$ cat src/rtl/stage_sequencer_pkg.sv
// Shared definitions for the LEGv8 multi-cycle stage sequencer: state codes,
// decoded opcode constants/masks and the wait-timer width.
package stage_sequencer_pkg;

  typedef enum logic [2:0] {
    ST_IDLE      = 3'd0,
    ST_FETCH     = 3'd1,
    ST_DECODE    = 3'd2,
    ST_EXECUTE   = 3'd3,
    ST_MEMORY    = 3'd4,
    ST_WRITEBACK = 3'd5,
    ST_HALTED    = 3'd6,
    ST_ERROR     = 3'd7
  } state_e;

  typedef enum logic [1:0] {
    CLS_ALU,
    CLS_LOAD,
    CLS_STORE,
    CLS_BRANCH
  } op_class_e;

  localparam int WORD     = 64;
  localparam int OPCODE_W = 11;
  localparam int WAIT_W   = 8;

  // Opcodes are compared in the 11-bit field at the top of the instruction.
  localparam logic [OPCODE_W-1:0] OP_LDUR     = 11'b11111000010;
  localparam logic [OPCODE_W-1:0] OP_STUR     = 11'b11111000000;
  localparam logic [OPCODE_W-1:0] OP_B        = 11'b00010100000;
  localparam logic [OPCODE_W-1:0] OP_B_MASK   = 11'b11111100000;
  localparam logic [OPCODE_W-1:0] OP_CBZ      = 11'b10110100000;
  localparam logic [OPCODE_W-1:0] OP_CBZ_MASK = 11'b11111111000;

endpackage

$ cat src/rtl/stage_sequencer_if.sv
// Control bundle between the stage sequencer (master) and the datapath and
// memories it steers (slave).
interface stage_sequencer_if #(
  parameter int INSTR_LEN = 32,
  parameter int CNT_W     = 16
);
  logic                 start;
  logic                 halt_req;
  logic [INSTR_LEN-1:0] instruction;
  logic                 imem_ready;
  logic                 dmem_ready;
  logic                 imem_req;
  logic                 ir_write;
  logic                 reg_read_en;
  logic                 alu_en;
  logic                 dmem_req;
  logic                 reg_write_en;
  logic                 pc_write;
  logic [2:0]           stage;
  logic                 busy;
  logic                 err;
  logic [CNT_W-1:0]     instr_count;

  modport master (
    input  start, halt_req, instruction, imem_ready, dmem_ready,
    output imem_req, ir_write, reg_read_en, alu_en, dmem_req, reg_write_en,
           pc_write, stage, busy, err, instr_count
  );

  modport slave (
    output start, halt_req, instruction, imem_ready, dmem_ready,
    input  imem_req, ir_write, reg_read_en, alu_en, dmem_req, reg_write_en,
           pc_write, stage, busy, err, instr_count
  );
endinterface

$ cat src/rtl/stage_sequencer_wait_timer.sv
// Memory wait counter: counts cycles while a request is outstanding and flags
// when the count has reached the configured timeout.
module wait_timer
  import stage_sequencer_pkg::*;
#(
  parameter int unsigned LIMIT = 15
) (
  input  logic clk,
  input  logic reset,
  input  logic clear,
  input  logic inc,
  output logic tc
);

  logic [WAIT_W-1:0] count_q;

  // NOTE: sequential state uses <= so every flop updates from pre-edge values.
  always_ff @(posedge clk) begin
    if (reset || clear) begin
      count_q <= '0;
    end else if (inc) begin
      count_q <= count_q + WAIT_W'(1);
    end
  end

  assign tc = (count_q == WAIT_W'(LIMIT));

endmodule

$ cat src/rtl/stage_sequencer.sv
// Single-clock multi-cycle sequencer stepping each instruction through
// FETCH/DECODE/EXECUTE/MEMORY/WRITEBACK with handshakes, halt and error.
module stage_sequencer
  import stage_sequencer_pkg::*;
#(
  parameter int INSTR_LEN   = 32,
  parameter int CNT_W       = 16,
  parameter int MEM_TIMEOUT = 15,
  parameter bit SKIP_EN     = 1'b1
) (
  input logic                clk,
  input logic                reset,
  stage_sequencer_if.master  bus
);

  state_e          state_q, state_d;
  op_class_e       op_class;
  logic            ir_write, retire;
  logic            in_wait, ready_sel, wait_inc, wait_tc;
  logic [CNT_W-1:0] count_q;
  logic            unused_instr_bits;

  function automatic op_class_e classify(input logic [OPCODE_W-1:0] op);
    if (op == OP_LDUR) return CLS_LOAD;
    if (op == OP_STUR) return CLS_STORE;
    if ((op & OP_B_MASK) == OP_B || (op & OP_CBZ_MASK) == OP_CBZ) return CLS_BRANCH;
    return CLS_ALU;
  endfunction

  assign op_class          = classify(bus.instruction[INSTR_LEN-1 -: OPCODE_W]);
  assign unused_instr_bits = ^bus.instruction[INSTR_LEN-OPCODE_W-1:0];

  // The timer only runs while a request is pending; any other cycle is an entry point.
  assign in_wait   = (state_q == ST_FETCH) || (state_q == ST_MEMORY);
  assign ready_sel = (state_q == ST_FETCH) ? bus.imem_ready : bus.dmem_ready;
  assign wait_inc  = in_wait && !ready_sel;

  wait_timer #(.LIMIT(MEM_TIMEOUT)) u_wait_timer (
    .clk   (clk),
    .reset (reset),
    .clear (!wait_inc),
    .inc   (wait_inc),
    .tc    (wait_tc)
  );

  always_ff @(posedge clk) begin
    if (reset) begin
      state_q <= ST_IDLE;
      count_q <= '0;
    end else begin
      state_q <= state_d;
      if (retire && count_q != '1) count_q <= count_q + CNT_W'(1);
    end
  end

  // NOTE: every always_comb output gets a default first so no latch is inferred.
  always_comb begin
    state_d  = state_q;
    ir_write = 1'b0;
    retire   = 1'b0;
    unique case (state_q)
      ST_IDLE, ST_HALTED: if (bus.start) state_d = ST_FETCH;
      ST_FETCH: begin
        if (bus.imem_ready) begin
          ir_write = 1'b1;
          state_d  = ST_DECODE;
        end else if (wait_tc) begin
          state_d = ST_ERROR;
        end
      end
      ST_DECODE: state_d = ST_EXECUTE;
      ST_EXECUTE: begin
        if (!SKIP_EN || op_class == CLS_LOAD || op_class == CLS_STORE) state_d = ST_MEMORY;
        else if (op_class == CLS_BRANCH) retire = 1'b1;
        else state_d = ST_WRITEBACK;
      end
      ST_MEMORY: begin
        if (bus.dmem_ready) begin
          if (!SKIP_EN || op_class == CLS_LOAD) state_d = ST_WRITEBACK;
          else retire = 1'b1;
        end else if (wait_tc) begin
          state_d = ST_ERROR;
        end
      end
      ST_WRITEBACK: retire = 1'b1;
      ST_ERROR: state_d = ST_ERROR;
    endcase
    // halt_req is only looked at on the retiring cycle, and beats start there.
    if (retire) state_d = bus.halt_req ? ST_HALTED : ST_FETCH;
  end

  // ir_write and pc_write qualify the accepting/retiring cycle; the rest are state decodes.
  assign bus.imem_req     = (state_q == ST_FETCH);
  assign bus.ir_write     = ir_write;
  assign bus.reg_read_en  = (state_q == ST_DECODE);
  assign bus.alu_en       = (state_q == ST_EXECUTE);
  assign bus.dmem_req     = (state_q == ST_MEMORY);
  assign bus.reg_write_en = (state_q == ST_WRITEBACK);
  assign bus.pc_write     = retire;
  assign bus.stage        = state_q;
  assign bus.busy         = (state_q >= ST_FETCH) && (state_q <= ST_WRITEBACK);
  assign bus.err          = (state_q == ST_ERROR);
  assign bus.instr_count  = count_q;

endmodule
$ cat src/flat_wrapper.sv
// flat-port wrapper written by rule: the top's interface ports become plain ports
module stage_sequencer_flat import stage_sequencer_pkg::*;
#(
  parameter int INSTR_LEN   = 32,
  parameter int CNT_W       = 16,
  parameter int MEM_TIMEOUT = 15,
  parameter bit SKIP_EN     = 1'b1
)
  (clk, reset, bus_start, bus_halt_req, bus_instruction, bus_imem_ready, bus_dmem_ready, bus_imem_req, bus_ir_write, bus_reg_read_en, bus_alu_en, bus_dmem_req, bus_reg_write_en, bus_pc_write, bus_stage, bus_busy, bus_err, bus_instr_count);
  stage_sequencer_if #(.INSTR_LEN(INSTR_LEN), .CNT_W(CNT_W)) bus_i ();
  input logic clk;
  input logic reset;
  input wire logic [$bits(bus_i.start)-1:0] bus_start;
  input wire logic [$bits(bus_i.halt_req)-1:0] bus_halt_req;
  input wire logic [$bits(bus_i.instruction)-1:0] bus_instruction;
  input wire logic [$bits(bus_i.imem_ready)-1:0] bus_imem_ready;
  input wire logic [$bits(bus_i.dmem_ready)-1:0] bus_dmem_ready;
  output wire logic [$bits(bus_i.imem_req)-1:0] bus_imem_req;
  output wire logic [$bits(bus_i.ir_write)-1:0] bus_ir_write;
  output wire logic [$bits(bus_i.reg_read_en)-1:0] bus_reg_read_en;
  output wire logic [$bits(bus_i.alu_en)-1:0] bus_alu_en;
  output wire logic [$bits(bus_i.dmem_req)-1:0] bus_dmem_req;
  output wire logic [$bits(bus_i.reg_write_en)-1:0] bus_reg_write_en;
  output wire logic [$bits(bus_i.pc_write)-1:0] bus_pc_write;
  output wire logic [$bits(bus_i.stage)-1:0] bus_stage;
  output wire logic [$bits(bus_i.busy)-1:0] bus_busy;
  output wire logic [$bits(bus_i.err)-1:0] bus_err;
  output wire logic [$bits(bus_i.instr_count)-1:0] bus_instr_count;
  assign bus_i.start = bus_start;
  assign bus_i.halt_req = bus_halt_req;
  assign bus_i.instruction = bus_instruction;
  assign bus_i.imem_ready = bus_imem_ready;
  assign bus_i.dmem_ready = bus_dmem_ready;
  assign bus_imem_req = bus_i.imem_req;
  assign bus_ir_write = bus_i.ir_write;
  assign bus_reg_read_en = bus_i.reg_read_en;
  assign bus_alu_en = bus_i.alu_en;
  assign bus_dmem_req = bus_i.dmem_req;
  assign bus_reg_write_en = bus_i.reg_write_en;
  assign bus_pc_write = bus_i.pc_write;
  assign bus_stage = bus_i.stage;
  assign bus_busy = bus_i.busy;
  assign bus_err = bus_i.err;
  assign bus_instr_count = bus_i.instr_count;
  stage_sequencer #(.INSTR_LEN(INSTR_LEN), .CNT_W(CNT_W), .MEM_TIMEOUT(MEM_TIMEOUT), .SKIP_EN(SKIP_EN)) u_core (.clk(clk), .reset(reset), .bus(bus_i));
endmodule
$ cat config.mk
export PLATFORM = sky130hd
export DESIGN_NAME = stage_sequencer_flat
export DESIGN_NICKNAME = d
export VERILOG_FILES = /design/src/rtl/stage_sequencer_pkg.sv /design/src/rtl/stage_sequencer_if.sv /design/src/rtl/stage_sequencer_wait_timer.sv /design/src/rtl/stage_sequencer.sv /design/src/flat_wrapper.sv
export SDC_FILE = /design/constraint.sdc
export NUM_CORES = 1
export LEC_CHECK = 0
export CAP_MARGIN = 20
export CORE_UTILIZATION = 43
export DETAILED_ROUTE_END_ITERATION = 10
export PLACE_DENSITY = 0.78
export SLEW_MARGIN = 20
export SYNTH_ARGS = -nofsm -noshare
export SYNTH_HDL_FRONTEND = slang
export SYNTH_SLANG_ARGS = --single-unit
$ cat constraint.sdc
create_clock -name clk -period 3.1 [get_ports clk]
set_clock_uncertainty 0.2 [all_clocks]
set_input_delay 0.465 -clock clk [delete_from_list [all_inputs] [get_ports clk]]
set_output_delay 0.465 -clock clk [all_outputs]
set_load 0.02 [all_outputs]
==> results of run 1 <==
## state kept, by name, summed over array words and instances (netlist names)
signal,cells
u_core.u_wait_timer.count_q,8
u_core.bus.stage,3
u_core.bus.instr_count,16
## stage by stage
step,util [%],worst slack [ns],std cells
after floorplan,-,0.572,196
after global placement,60.5,-0.346,283
after detailed placement,60.5,-0.332,283
after CTS,62.0,0.0170,287
after global routing,61.9,0.0545,287
final,61.9,0.191,287
## worst paths after layout
| check | cells after the start | start | to |
|---|---|---|---|
| min | 1 | u_core.u_wait_timer.count_q[0]$_SDFFE_PP0P_ | u_core.u_wait_timer.count_q[0]$_SDFFE_PP0P_ |
| max | 10 | bus_instruction[28] | u_core.bus.instr_count[9]$_SDFFE_PP0P_ |
| max reg2reg | 6 | u_core.bus.stage[1]$_SDFFE_PP0P_ | u_core.bus.instr_count[9]$_SDFFE_PP0P_ |
| min reg2reg | 1 | u_core.u_wait_timer.count_q[0]$_SDFFE_PP0P_ | u_core.u_wait_timer.count_q[0]$_SDFFE_PP0P_ |
## report_power, final
| part | leakage (nW) | switching, mW | internal [mW] | total [mW] |
|---|---|---|---|---|
| clock | 0.0255 | 0.110 | 0.0901 | 0.200 |
| combinational | 0.498 | 0.0966 | 0.102 | 0.198 |
| sequential | 0.218 | 0.0279 | 0.356 | 0.384 |
| total | 0.741 | 0.234 | 0.548 | 0.783 |
## area by class of cell
type | instances | area (µm²) | area share [%]
inverter | 7 | 26.3 | 1.23
tap | 46 | 57.6 | 2.70
clock inverter | 1 | 5.00 | 0.235
timing repair buffer | 50 | 480 | 22.6
sequential | 27 | 541 | 25.4
multi-input combinational | 153 | 978 | 45.9
clock buffer | 3 | 41.3 | 1.94
## worst max-delay path, cell delays in order
cell and delay, ns:
clkdlybuf4s50_1 0.47, and4bb_2 0.24, nand2_1 0.06, o41ai_1 0.32, ha_1 0.20, a21o_1 0.14
a22oi_4 0.08, buf_4 0.24, or4_1 0.53, a21oi_1 0.16
## what timing repair did
item	4_1_cts	5_1_grt
setup endpoints to repair	1	1
hold buffers	0	0
gates resized for setup	2	2
pin swaps	0	0
cloned	0	0
hold endpoints to repair	0	0
## metal layers
layer | up-vias | track usage, % | part of all wire [%]
li1 | 814 | - | -
met1 | 697 | 24.4 | 50
met2 | 46 | 28.3 | 43
met3 | 5 | 3.47 | 5.5
met4 | 0 | 6.98 | 1.4
met5 | - | 0 | 0
## cells in the final DEF, fill, tap and decap left out, types with 2 or more instances in the layout
master,Yosys,routed
dfxtp_1,27,27
a21oi_1,15,15
a21o_1,2,2
nor2b_1,4,4
and4_1,2,2
and2_1,3,3
ha_1,3,3
o21ai_1,4,4
nor3_2,2,2
or4_1,8,8
nand3_1,12,12
clkdlybuf4s50_1,0,43
nor3b_2,1,2
xnor2_1,2,2
clkbuf_8,0,3
xor2_1,4,4
nand4_1,2,2
buf_4,0,6
nor3_1,2,2
a31oi_1,2,2
nor2_1,21,21
nand2_1,16,16
nor4_1,3,3
o21ai_0,4,4
mux2_4,2,2
and3_1,6,6
o31ai_1,7,7
or3_1,4,4
nor3b_1,3,2
inv_1,6,6
o41ai_1,2,2
## kinds of logic after synthesis
logic type      after synthesis
compound gates               43
mux                           3
xor+xnor                      6
simple gates                 98
fa+ha+maj                     3
flops                        27
buf+inv                      16
==> out/results.ini, run 1 <==
[outcome]
outcome = complete, no violations

[finish]
fill_cells = 294
stdcell_area_um2 = 2130
antennaDiodeCount = 0
nets = 283
syn2layout_area_growth_pct = 33.9
drive_gt1_share_pct = 9.54

[logic_synthesis]
syn_avg_cell_area_um2 = 8.11
synthArstFlopShare_pct = 0
synth_top_area_share_pct = 34.0
synth_edf_count = 0
synth_common_cells = dfxtp_1, nor2_1, nand2_1, a21oi_1, nand3_1
synth.area.top_cells = dfxtp_1, nor2_1, a21oi_1
synth.distinct_cells = 49
synth_flop_cell = dfxtp_1
ys_ff_latch = 27
yosysWarningCount = 0
ys_seq_area_share_pct = 34.0
syn-num-nets = 237
synth.area.mux_share_pct = 2.52
synthCells = 196
synth_compound_area_share_pct = 18.1
synthSimpleGateAreaFrac_pct = 34.9
synth_top_area_cell = dfxtp_1
synthAdderAreaFrac_pct = 2.36
synth_xor_area_share_pct = 3.30
synth_top_family_by_area = simple AND/OR/NAND/NOR gates
post-synth-top-count-cell = dfxtp_1
netlist_area_um2 = 1590

[sta]
finalSetupViolations = 0
worst_slew_pin_slew_ns = 0.509
finalHoldViolations = 0
maxSlewViolCount = 0
fmax_mhz = 344
tns_ns = 0
rsz0062_at_grt = false
min_period_ns = 2.91
slew_headroom_pct = 66.1
fin_hold_ws_ns = 0.244
fin_crit_sh_pct = 93.8

[floorplanning]
coreArea_um2 = 3440
chipWidth_um = 62.8
dieArea_um2 = 3950
die_h_um = 62.8
initial_core_util_pct = 46.2
ios = 66
rows = 21

[clock_network]
clk_latency_ns = 0.27
cts.root.buffer_cell = clkbuf_8
cts_tree = done
htree_levels = 1
cts_buffer_depth = 2
cts_num_sinks = 27
cts.clk_slew.worst_paths_ns = 0.09
cts_inserted_buffers = 3
post-cts-setup-buffer-count = 0

[critical_path]
critPathKind = primary input to register
critPathArrivalTime_ns = 2.91
start_kind = primary input
cp_max_fo = 27
rrSetupSlack_ns = 0.78
worst_setup_path_end_kind = register
cp_data_required_time_ns = 3.11

[placement]
hpwlAfterDp_mm = 2.41
place_congestion = 0.771
io_buffers = 44
post_dp_cell_area_um2 = 2080

[grt]
grt_overflow_total = 0
grt_usage_pct = 18.1
antenna_found_initial = 0
grt_max_degree = 28
grt_pass1_wl_mm = 5.84
grt_pass1_vias = 1333

[drt]
drc_errors = 0
drt_first_pass_iters = 4
viasPerCell = 5.44
first_iter_violations = 80
routed_wl_mm = 3.43
wl_per_cell_um = 12.0
postRouteAntennaNets = 0
vias = 1562

[power]
powerDensity_nw_per_um2 = 368
leakagePower_nw = 0.741
p_total_mw = 0.783
vdd_drop_max_mv = 0.218

[min_path]
hp-class = register to register

[run]
maxCapViolations = 0

No activity file was read; power rests on OpenSTA's default activity.
==> inputs of run 2 (changes only) <==
--- a/config.mk
+++ b/config.mk
@@ -9,6 +9,7 @@
 export CORE_UTILIZATION = 43
 export DETAILED_ROUTE_END_ITERATION = 10
 export PLACE_DENSITY = 0.78
+export SKIP_LAST_GASP = 1
 export SLEW_MARGIN = 20
 export SYNTH_ARGS = -nofsm -noshare
 export SYNTH_HDL_FRONTEND = slang
==> results of run 2 <==
The final DEF is identical to that of run 1; final timing and power are the same.
==> inputs of run 3 (changes only) <==
--- a/config.mk
+++ b/config.mk
@@ -6,6 +6,7 @@
 export NUM_CORES = 1
 export LEC_CHECK = 0
 export CAP_MARGIN = 20
+export CORE_ASPECT_RATIO = 0.75
 export CORE_UTILIZATION = 43
 export DETAILED_ROUTE_END_ITERATION = 10
 export PLACE_DENSITY = 0.78
==> run 3 against run 2 <==
  * Register-to-register slack got worse by 0.04 ns
  * Power rose by 0.61%
  * Sequential power barely moved
  * Worst setup slack improved by 0.0039 ns
  * Routed wire length rose by 5.5%
  * Largest cell class unchanged
==> out/results.ini, run 3 (same netlist as run 1, synthesis figures left out) <==
[floorplanning]
chipWidth_um = 72.2
coreArea_um2 = 3400
initial_core_util_pct = 46.8
rows = 18
die_h_um = 54.7
dieArea_um2 = 3950
ios = 66

[grt]
grt_pass1_vias = 1280
antenna_found_initial = 0
grt_overflow_total = 0
grt_pass1_wl_mm = 5.89
grt_max_degree = 28
grt_usage_pct = 19.2

[drt]
drt_first_pass_iters = 4
drc_errors = 0
vias = 1564
routed_wl_mm = 3.62
viasPerCell = 5.37
first_iter_violations = 58
postRouteAntennaNets = 0
wl_per_cell_um = 12.5

[critical_path]
critPathKind = primary input to register
critPathArrivalTime_ns = 2.92
startpoint = bus_instruction[31]
cp_max_fo = 27
regToRegStartpoint = u_core.bus.instr_count[0]$_SDFFE_PP0P_
rrSetupSlack_ns = 0.74
cp_data_required_time_ns = 3.11
worst_setup_path_end_kind = register
r2r-end = u_core.bus.instr_count[6]$_SDFFE_PP0P_
rr_worst_depth = 6
start_kind = primary input

[finish]
largest_register_ffs = 16
syn2layout_area_growth_pct = 34.2
antennaDiodeCount = 0
final_common_cell = clkdlybuf4s50_1
utilization_pct = 62.8
drive_gt1_share_pct = 9.54
final_cell_mix = clkdlybuf4s50_1, dfxtp_1, nor2_1, nand2_1, a21oi_1
stdcell_area_um2 = 2130
nets = 283

[placement]
io_buffers = 44
place_congestion = 0.784
post_dp_cell_area_um2 = 2090
hpwlAfterDp_mm = 2.70

[outcome]
outcome = complete, no violations

[sta]
fmax_mhz = 344
finalSetupViolations = 0
fin_crit_sh_pct = 93.7
fin_hold_ws_ns = 0.251
tns_ns = 0
maxSlewViolCount = 0
finalHoldViolations = 0
slew_headroom_pct = 56.9
min_period_ns = 2.91
worst_slew_pin_slew_ns = 0.645
rsz0062_at_grt = false

[clock_network]
htree_levels = 1
clk_latency_ns = 0.27
cts_buffer_depth = 2
cts_tree = done
cts_inserted_buffers = 3
cts_num_sinks = 27
cts.clk_slew.worst_paths_ns = 0.09
cts.root.buffer_cell = clkbuf_8
postCtsHoldBufs = 0

[min_path]
min_to = u_core.u_wait_timer.count_q[0]$_SDFFE_PP0P_
holdPathStages = 1
holdCritStartpoint = u_core.u_wait_timer.count_q[0]$_SDFFE_PP0P_
hp-class = register to register

[power]
vdd_drop_max_mv = 0.263
p_total_mw = 0.788
powerDensity_nw_per_um2 = 369
leakagePower_nw = 0.740

[run]
maxCapViolations = 0

-- run 3: cell counts in the layout (fill, tap and decap cells not counted) --
No cell type changed its count.
-- run 3: per-layer routing --
| metal | track usage (%) | part of all wire [%] | vias up |
|---|---|---|---|
| met1 | 28.2 | 52 | 710 |
| met3 | 5.16 | 5.8 | 2 |
| li1 | - | - | 811 |
| met4 | 2.29 | 0.22 | 0 |
| met2 | 28.7 | 42 | 41 |
| met5 | 0 | 0 | - |
-- run 3: how the worst max path moves through the flow --
| stage | endpoint | slack [ns] | depth (start not counted) |
|---|---|---|---|
| 2_1_floorplan | u_core.bus.instr_count[13]$_SDFFE_PP0P_ | 0.57 | 9 |
| 3_3_place_gp | bus_pc_write | -0.35 | 9 |
| 3_5_place_dp | bus_pc_write | -0.34 | 9 |
| 4_1_cts | bus_pc_write | 0.03 | 9 |
| 5_1_grt | u_core.bus.instr_count[8]$_SDFFE_PP0P_ | 0.02 | 10 |
| 6_report | u_core.bus.instr_count[8]$_SDFFE_PP0P_ | 0.19 | 10 |
-- run 3: cell type report --
class / count / area, µm²
Fill cell: 305 / 1270
Multi-Input combinational cell: 153 / 978
Sequential cell: 27 / 541
Timing Repair Buffer: 50 / 480
Tap cell: 50 / 62.6
Clock buffer: 3 / 41.3
Inverter: 7 / 26.3
Clock inverter: 1 / 5.00
-- run 3: critical path: stages --
cell             delay (ns)
clkdlybuf4s50_1        0.47
nor3b_2                0.22
nand2_1                0.07
o41ai_1                0.34
ha_1                   0.21
a21o_1                 0.14
a22oi_4                0.08
buf_4                  0.22
or4_1                  0.53
a21oi_1                0.16
-- run 3: stage by stage --
step	cells	worst slack, ns
2_1_floorplan	196	0.572
3_3_place_gp	287	-0.346
3_5_place_dp	287	-0.343
4_1_cts	291	0.0292
5_1_grt	291	0.0202
6_report	291	0.195
-- run 3: timing repair --
action | in CTS | in global routing
resized for setup | 2 | 2
buffers inserted | 0 | 0
endpoints found under the setup margin | 1 | 1
-- run 3: where the power goes --
group | switching [mW] | leakage (nW) | internal [mW]
sequential | 0.0288 | 0.218 | 0.356
combinational | 0.101 | 0.497 | 0.104
clock | 0.108 | 0.0255 | 0.0901
